### config.mk
export PLATFORM = sky130hd
export DESIGN_NAME = cg_rvarch_wb_arbiter
export DESIGN_NICKNAME = d
export VERILOG_FILES = /design/src/rtl/cg_rvarch_pkg.sv /design/src/rtl/cg_rr_arbiter.sv /design/src/rtl/cg_rvarch_wb_arbiter.sv
export SDC_FILE = /design/constraint.sdc
export NUM_CORES = 1
export LEC_CHECK = 0
export BUFFER_PORTS_ARGS = -buffer_cell sky130_fd_sc_hd__buf_2
export CAP_MARGIN = 40
export CELL_PAD_IN_SITES_DETAIL_PLACEMENT = 0
export CELL_PAD_IN_SITES_GLOBAL_PLACEMENT = 1
export CORE_MARGIN = 4
export CORE_UTILIZATION = 33
export DETAILED_ROUTE_END_ITERATION = 10
export GPL_ROUTABILITY_DRIVEN = 0
export PLACE_DENSITY_LB_ADDON = 0.1
export SLEW_MARGIN = 20
export SYNTH_ARGS = -nofsm -noshare
export SYNTH_HDL_FRONTEND = slang
export SYNTH_SLANG_ARGS = --single-unit
### constraint.sdc
create_clock -name i_clk -period 3.2 [get_ports i_clk]
set_input_delay 0.48 -clock i_clk [delete_from_list [all_inputs] [get_ports i_clk]]
set_output_delay 0.48 -clock i_clk [all_outputs]
set_load 0.1 [all_outputs]
### src/rtl/cg_rvarch_pkg.sv
// Shared register-file constants and types for the RISC-V architectural slice.
package cg_rvarch_pkg;

    localparam int RF_DEPTH = 32;
    localparam int RF_WIDTH = 32;

    function automatic int addr_width(input int depth);
        return (depth > 1) ? $clog2(depth) : 1;
    endfunction

    localparam int REG_AW = addr_width(RF_DEPTH);

    typedef logic [REG_AW-1:0] reg_addr_t;

    localparam reg_addr_t REG_ZERO = '0;

endpackage

### src/rtl/cg_rr_arbiter.sv
// Round-robin arbiter: search starts at the pointer and wraps upward;
// the pointer moves past the winner whenever the grant is consumed.
module cg_rr_arbiter #(
    parameter int NUM_REQ = 3,
    localparam int IW = (NUM_REQ > 1) ? $clog2(NUM_REQ) : 1
) (
    input  logic               i_clk,
    input  logic               i_rst,
    input  logic [NUM_REQ-1:0] i_req,
    input  logic               i_adv,
    output logic [NUM_REQ-1:0] o_gnt,
    output logic [IW-1:0]      o_gnt_idx
);

    logic [IW-1:0] ptr;
    logic          found;
    int            j;

    always_comb begin
        o_gnt     = '0;
        o_gnt_idx = '0;
        found     = 1'b0;
        j         = 0;
        for (int i = 0; i < NUM_REQ; i++) begin
            j = int'(ptr) + i;
            if (j >= NUM_REQ) j = j - NUM_REQ;
            if (!found && i_req[j]) begin
                found     = 1'b1;
                o_gnt[j]  = 1'b1;
                o_gnt_idx = IW'(j);
            end
        end
    end

    always_ff @(posedge i_clk) begin
        if (i_rst) begin
            ptr <= '0;
        end else if (i_adv) begin
            ptr <= (o_gnt_idx == IW'(NUM_REQ - 1)) ? '0 : o_gnt_idx + 1'b1;
        end
    end

endmodule

### src/rtl/cg_rvarch_wb_arbiter.sv
// Write-back arbiter for the single register-file write port, plus the
// busy scoreboard that issue logic consults for RAW hazards.
module cg_rvarch_wb_arbiter
    import cg_rvarch_pkg::*;
#(
    parameter int DATA_WIDTH = RF_WIDTH,
    parameter int DATA_NUM   = RF_DEPTH,
    parameter int NUM_REQ    = 3,
    localparam int AW = addr_width(DATA_NUM),
    localparam int IW = $clog2(NUM_REQ)
) (
    input  logic                          i_clk,
    input  logic                          i_rst,
    input  logic [NUM_REQ-1:0]            i_req_valid,
    output logic [NUM_REQ-1:0]            o_req_ready,
    input  logic [NUM_REQ*AW-1:0]         i_req_addr,
    input  logic [NUM_REQ*DATA_WIDTH-1:0] i_req_data,
    input  logic                          i_alloc_valid,
    input  logic [AW-1:0]                 i_alloc_addr,
    output logic                          o_rd_we,
    output logic [AW-1:0]                 o_rd_addr,
    output logic [DATA_WIDTH-1:0]         o_rd_data,
    output logic [DATA_NUM-1:0]           o_busy
);

    logic [NUM_REQ-1:0]    gnt;
    logic [IW-1:0]         gnt_idx;
    logic                  hs;
    logic [AW-1:0]         win_addr;
    logic [DATA_WIDTH-1:0] win_data;
    logic                  win_nz;
    logic                  alloc_nz;
    logic [DATA_NUM-1:0]   busy_nxt;

    cg_rr_arbiter #(
        .NUM_REQ (NUM_REQ)
    ) u_arb (
        .i_clk     (i_clk),
        .i_rst     (i_rst),
        .i_req     (i_req_valid),
        .i_adv     (hs),
        .o_gnt     (gnt),
        .o_gnt_idx (gnt_idx)
    );

    assign o_req_ready = i_rst ? '0 : gnt;
    assign hs          = |(o_req_ready & i_req_valid);
    assign win_addr    = i_req_addr[int'(gnt_idx)*AW +: AW];
    assign win_data    = i_req_data[int'(gnt_idx)*DATA_WIDTH +: DATA_WIDTH];
    assign win_nz      = (win_addr != AW'(REG_ZERO));
    assign alloc_nz    = (i_alloc_addr != AW'(REG_ZERO));

    // Set is applied after clear so a new producer keeps ownership.
    always_comb begin
        busy_nxt = o_busy;
        if (hs && win_nz) busy_nxt[win_addr] = 1'b0;
        if (i_alloc_valid && alloc_nz) busy_nxt[i_alloc_addr] = 1'b1;
        busy_nxt[0] = 1'b0;
    end

    always_ff @(posedge i_clk) begin
        if (i_rst) begin
            o_rd_we   <= 1'b0;
            o_rd_addr <= '0;
            o_rd_data <= '0;
            o_busy    <= '0;
        end else begin
            o_rd_we <= hs && win_nz;
            if (hs) begin
                o_rd_addr <= win_addr;
                o_rd_data <= win_data;
            end
            o_busy <= busy_nxt;
        end
    end

endmodule

* After elaboration in Yosys (flattened, before gate mapping) *
Cells that the tools add are included.

storage, ports and cells
  input port bits = 122
  logic and storage cells = 83
  bits in registers = 72

cells by class
  reductions and logical operators = 14
  order comparisons = 13
  add/sub/neg operators = 6
  mux-type cells = 34
  multiply operators = 1
  bitwise operators = 6
  eq/ne operators = 1
  shifts and indexed selects = 2

operator list
  kind                   number
  $mux 32                5
  $ge 32x1->1 const B    3
  $lt 32x4->1 const B    3
  $shiftx 96x8->32       1
  $ge 32x3->1 const B    2
  $sub 32x3->32 const B  2
  $and 32x32->32         1
  $not 32->32            1
  $or 32x32->32          1
  $shiftx 15x6->5        1
  $mux 1                 13
  $lt 5x6->1 const B     2
  $mux 3                 4
  $demux 1 s5            2
  $ge 5x1->1 const B     2
  $reduce_bool 5->1      2
  $logic_and 1x1->1      9
  $mux 2                 4
  $bmux 1 s2             3
  $demux 1 s2            3
  $or 3x3->3             2
  $mul 2x3->5 const B    1
  $add 2x1->3 const B    1
  $add 2x2->3 const B    1
  other kinds (7)        8

* Logic depth before layout (Yosys ltp) *
  depth after elaboration = 23
  mapped depth = 13

* Hierarchy *
From an unflattened synthesis, not the netlist that was laid out.

second synthesis, totals
  cells, all modules = 487
  area total of the unflattened synthesis = 4,020.1 µm²

by module, submodules not included
  module                cells an instance  area an instance (µm²)  times used  seq. area each (µm²)
  cg_rvarch_wb_arbiter  443                3,662.3                 1           1,381.3
  cg_rr_arbiter         44                 357.8                   1           40.0

* Worst setup path before layout *
OpenSTA, ideal clock, no wires.

  path kind = flip-flop to output port
  start = register u_arb.ptr[0]
  end = output o_req_ready[2]
  stages on the path, launching flop included = 8
  buffers on the path = 2
  arrival time = 3.944 ns
  slack = -1.224 ns
  required time = 2.720 ns
  path through = dfxtp_1 > inv_1 > ha_1 > buf_4 > clkbuf_1 > or3b_1 > a21bo_2 > a211oi_1

on the way
  word-level cells in the longest chain between the ends = 13

ends and longest elaborated chain
  what                                                    line                        source
  start, declared                                         cg_rr_arbiter.sv:15         logic [IW-1:0] ptr;
  start signal, assigned                                  cg_rr_arbiter.sv:39         ptr <= (o_gnt_idx == IW'(NUM_REQ - 1)) ? '0 : o_gnt_idx + 1'b1;
  branches (longest 11 deep; another with $sub 32x3->32)  -
  $mux 3 (*)                                              cg_rr_arbiter.sv:27         if (!found && i_req[j]) begin
  $mux 3 (*)                                              cg_rvarch_wb_arbiter.sv:46  assign o_req_ready = i_rst ? '0 : gnt;
  end, declared                                           cg_rvarch_wb_arbiter.sv:15  output logic [NUM_REQ-1:0] o_req_ready,

Mark *: on every way between the ends. The select of a mux whose other input is x is not followed.

* Final worst setup path *
  start = register u_arb.ptr[1]
  end = register o_busy[4]

on the way
  word-level cells in the longest chain between the ends = 23

ends and longest elaborated chain
  what                                                    line                        source
  branches (longest 20 deep; another with $sub 32x3->32)  -
  $mux 32 (*)                                             cg_rvarch_wb_arbiter.sv:56  if (hs && win_nz) busy_nxt[win_addr] = 1'b0;
  $or 32x32->32 (no line)                                 -
  $mux 32 (*)                                             cg_rvarch_wb_arbiter.sv:57  if (i_alloc_valid && alloc_nz) busy_nxt[i_alloc_addr] = 1'b1;
  end signal, assigned                                    cg_rvarch_wb_arbiter.sv:73  o_busy <= busy_nxt;
  end, declared                                           cg_rvarch_wb_arbiter.sv:23  output logic [DATA_NUM-1:0] o_busy

Marked as above.
A chain may end at the register's enable or synchronous reset.

==> metrics.md <==
| Metric | Value |
|---|---|
| Min-Delay Path Class | flop to flop |
| Synth top area cells | dfxtp_1, mux2i_1, nor2_1 |
| Top Usage Layer GRT | met2 |
| WL/cell | approximately 16 um |
| Final setup vio count | 0 |
| Grt met3 use | 0.0566 |
| Initial antenna violation count | 0 |
| Die width | around 120 um |
| Post-DP HPWL | 10.4 mm |
| Antenna Nets Post-Route | 0 |
| Post-DP Area | 0.00530 sq mm |
| Clock sink count | about 70 |
| Core area | 0.0122 sq mm |
| Final hold violations | 0 |
| Nets | about 840 |
| RR Startpoint | u_arb.ptr[1]$_SDFFE_PP0P_ |
| Chip height | about 120 um |
| Register area share after synthesis | 0.343 |
| Drt total wl | about 14 mm |
| Placed Cells | a little under 900 |
| Mapped Area | 0.00414 sq mm |
| RSZ-0062 raised after global routing | no |
| Synth top area share | 0.343 |
| Layout cells sized above 1 | 0.351 |
| Post-Layout Cell Count | between 800 and 900 |
| CP endpoint kind | flop |
| Dpl ws | -0.0315 ns |
| Design Area, Final | between 0.005 and 0.006 sq mm |
| R2R depth | 10 |
| Syn avg cell area | 7.77 sq um |
| GRT overflow | 0 |
| Critical Path Start | u_arb.ptr[1]$_SDFFE_PP0P_ |
| Final period util | 0.941 |
| Final setup slack of the worst path | approximately 0.19 ns |
| Most frequent cells after synthesis | nor2_1, dfxtp_1, a21oi_1, nand2_1, mux2i_1 |
| First-pass GRT wire length | around 22 mm |
| DR vias/cell | 5.01 |
| Critical Path Start Type | flop |
| Cell row count | 40 |
| PwrDens | roughly 820 mW/mm^2 |
| Yosys reg bits | 71 |
| CTS H-tree lvls | 3 |
| Fin Clk Skew | between 0.006 and 0.007 ns |
| Worst Path Required | approximately 3.4 ns |
| R2R setup slack | 0.19 ns |
| Clk_lat worst skew | around 0.33 ns |
| Critical Path AT | roughly 3.2 ns |
| Status | completed |
| Post-Syn Instances | 533 |
| Fin. max-slew vios | 0 |
| Number of synthesized flops with an enable pin | 0 |
| Hold path cells | 2 |
| Max_slew headroom | 0.463 |
| Drc violations | 0 |
| Post-layout minimum cycle time | ~3 ns |
| Synth async-reset ratio | 0 |
| Grt met1 use | 0.232 |
| CTS max path bufs | 2 |
| Worst Max-Slew Pin Slew | between 0.7 and 0.8 ns |
| CTS tree | built |
| Final Hold Slack | around 0.46 ns |
| Layout area overhead | 38.0% |
| ANT cells | 0 |
| Largest net degree at the start of global routing | 67 |
| Final Util | 0.470 |
| Boundary Pins | between 150 and 200 |
| Clk pin slew, worst setup/hold paths | ~0.060 ns |
| Iter 0 DRT Violations | 300 |
| Met2 usage in global routing | 0.319 |
| Vias | ~4400 |
| IO Port Bufs | ~190 |
| Max frequency | ~330 MHz |
| Root Driver | clkbuf_16 |
| CP Capture Point | o_busy[4]$_SDFF_PP0_ |
| Number of detailed-route iterations in the first pass | 4 |
| Clock buffer count from CTS | 9 |
| Cell taking the most area after synthesis | dfxtp_1 |
| Yosys cell types | 58 |
| Worst Path Class, Setup | flop to flop |
| Pleak | about 2.5 nW |
| Max cap viols | 0 |
| Max FO, Critical Path | 10 |
| Tot GR Track Use | 0.190 |
| Ys Warns | 0 |
| Hold Buf Count CTS | 0 |
| Die area | between 0.01 and 0.015 sq mm |
| Vias in the first global route | between 4000 and 5000 |
| Count leader, synth | nor2_1 |
| Top FF cell, synth | dfxtp_1 |
| VDD IR-drop max | roughly 0.00032 V |
| Total Power | 4.70 mW |
| Setup TNS | 0 ns |
| Initial Util | 0.341 |
| Mapped Nets | around 660 |
| Reg2Reg Capture Point | o_busy[4]$_SDFF_PP0_ |
power breakdown:
group	internal, mW	total, mW	switching, mW
logic	0.710	2.53	1.82
clock network	0.708	1.10	0.394
registers	1.00	1.07	0.0621
total	2.42	4.70	2.27
critical path: stages, from the launching register on:
cell	delay (ns)
dfxtp_1	0.33
inv_1	0.08
ha_2	0.33
mux2i_4	0.35
o21bai_2	0.15
a2111o_1	0.44
o21ai_4	0.10
a221oi_4	0.10
or2_1	0.27
or3b_1	0.44
o31a_1	0.30
cells in the final DEF, fill, tap and decap left out, drive strengths merged, types with 10 or more instances in the layout:
cell      n
a21oi    61
dfxtp    71
inv      10
clkbuf   11
mux2i    36
o31ai    16
nor2     92
nand2    43
nand2b   11
o21ai    23
nor2b    17
buf     213
a211oi   33
layer usage:
metal  share of wire  wire length, um  vias to the layer above
li1                -                -                     2273
met1            0.44             6020                     2002
met2            0.47             6470                      155
met3           0.080             1100                       18
met4           0.016              218                        0
met5               0                0                        -
sequential cells by signal, summed over array words and instances (netlist names):
register,flops
o_busy,31
o_rd_we,1
u_arb.ptr,2
o_rd_data,32
o_rd_addr,5
final cells by class:
cell class | instances | area (sq um)
Timing Repair Buffer | 214 | 1150
Multi-Input combinational cell | 410 | 2570
Clock buffer | 10 | 239
Fill cell | 1244 | 6440
Sequential cell | 71 | 1420
Clock inverter | 6 | 91.3
Tap cell | 168 | 210
Inverter | 9 | 33.8
how the worst min path moves through the flow:
| stage | startpoint | end | slack [ns] |
|---|---|---|---|
| after floorplan | u_arb.ptr[1]$_SDFFE_PP0P_ | u_arb.ptr[1]$_SDFFE_PP0P_ | 0.46 |
| after global placement | o_rd_addr[3]$_SDFFE_PP0P_ | o_rd_addr[3]$_SDFFE_PP0P_ | 0.44 |
| after detailed placement | o_rd_addr[1]$_SDFFE_PP0P_ | o_rd_addr[1]$_SDFFE_PP0P_ | 0.45 |
| after CTS | o_rd_addr[1]$_SDFFE_PP0P_ | o_rd_addr[1]$_SDFFE_PP0P_ | 0.46 |
| after global routing | o_rd_addr[2]$_SDFFE_PP0P_ | o_rd_addr[2]$_SDFFE_PP0P_ | 0.48 |
| final | o_rd_addr[1]$_SDFFE_PP0P_ | o_rd_addr[1]$_SDFFE_PP0P_ | 0.46 |
logic make-up (layout without fill, tap and decap cells):
group | after synthesis | count (layout) | share of synthesized area
AND/OR/NAND/NOR | 201 | 201 | 0.232
AO/OA/AOI/OAI | 168 | 168 | 0.267
flip-flops | 71 | 71 | 0.343
buffers and inverters | 52 | 239 | 0.0577
multiplexers | 36 | 36 | 0.0870
adder cells (fa/ha/maj) | 4 | 4 | 0.0121
other | 1 | 1 | 0.000905
what timing repair did:
item	CTS	global route
buffers inserted	0	4
setup endpoints to repair	5	65
gates cloned	0	0
resized for setup	3	14
Note: power is estimated with default switching activity, not from simulation.
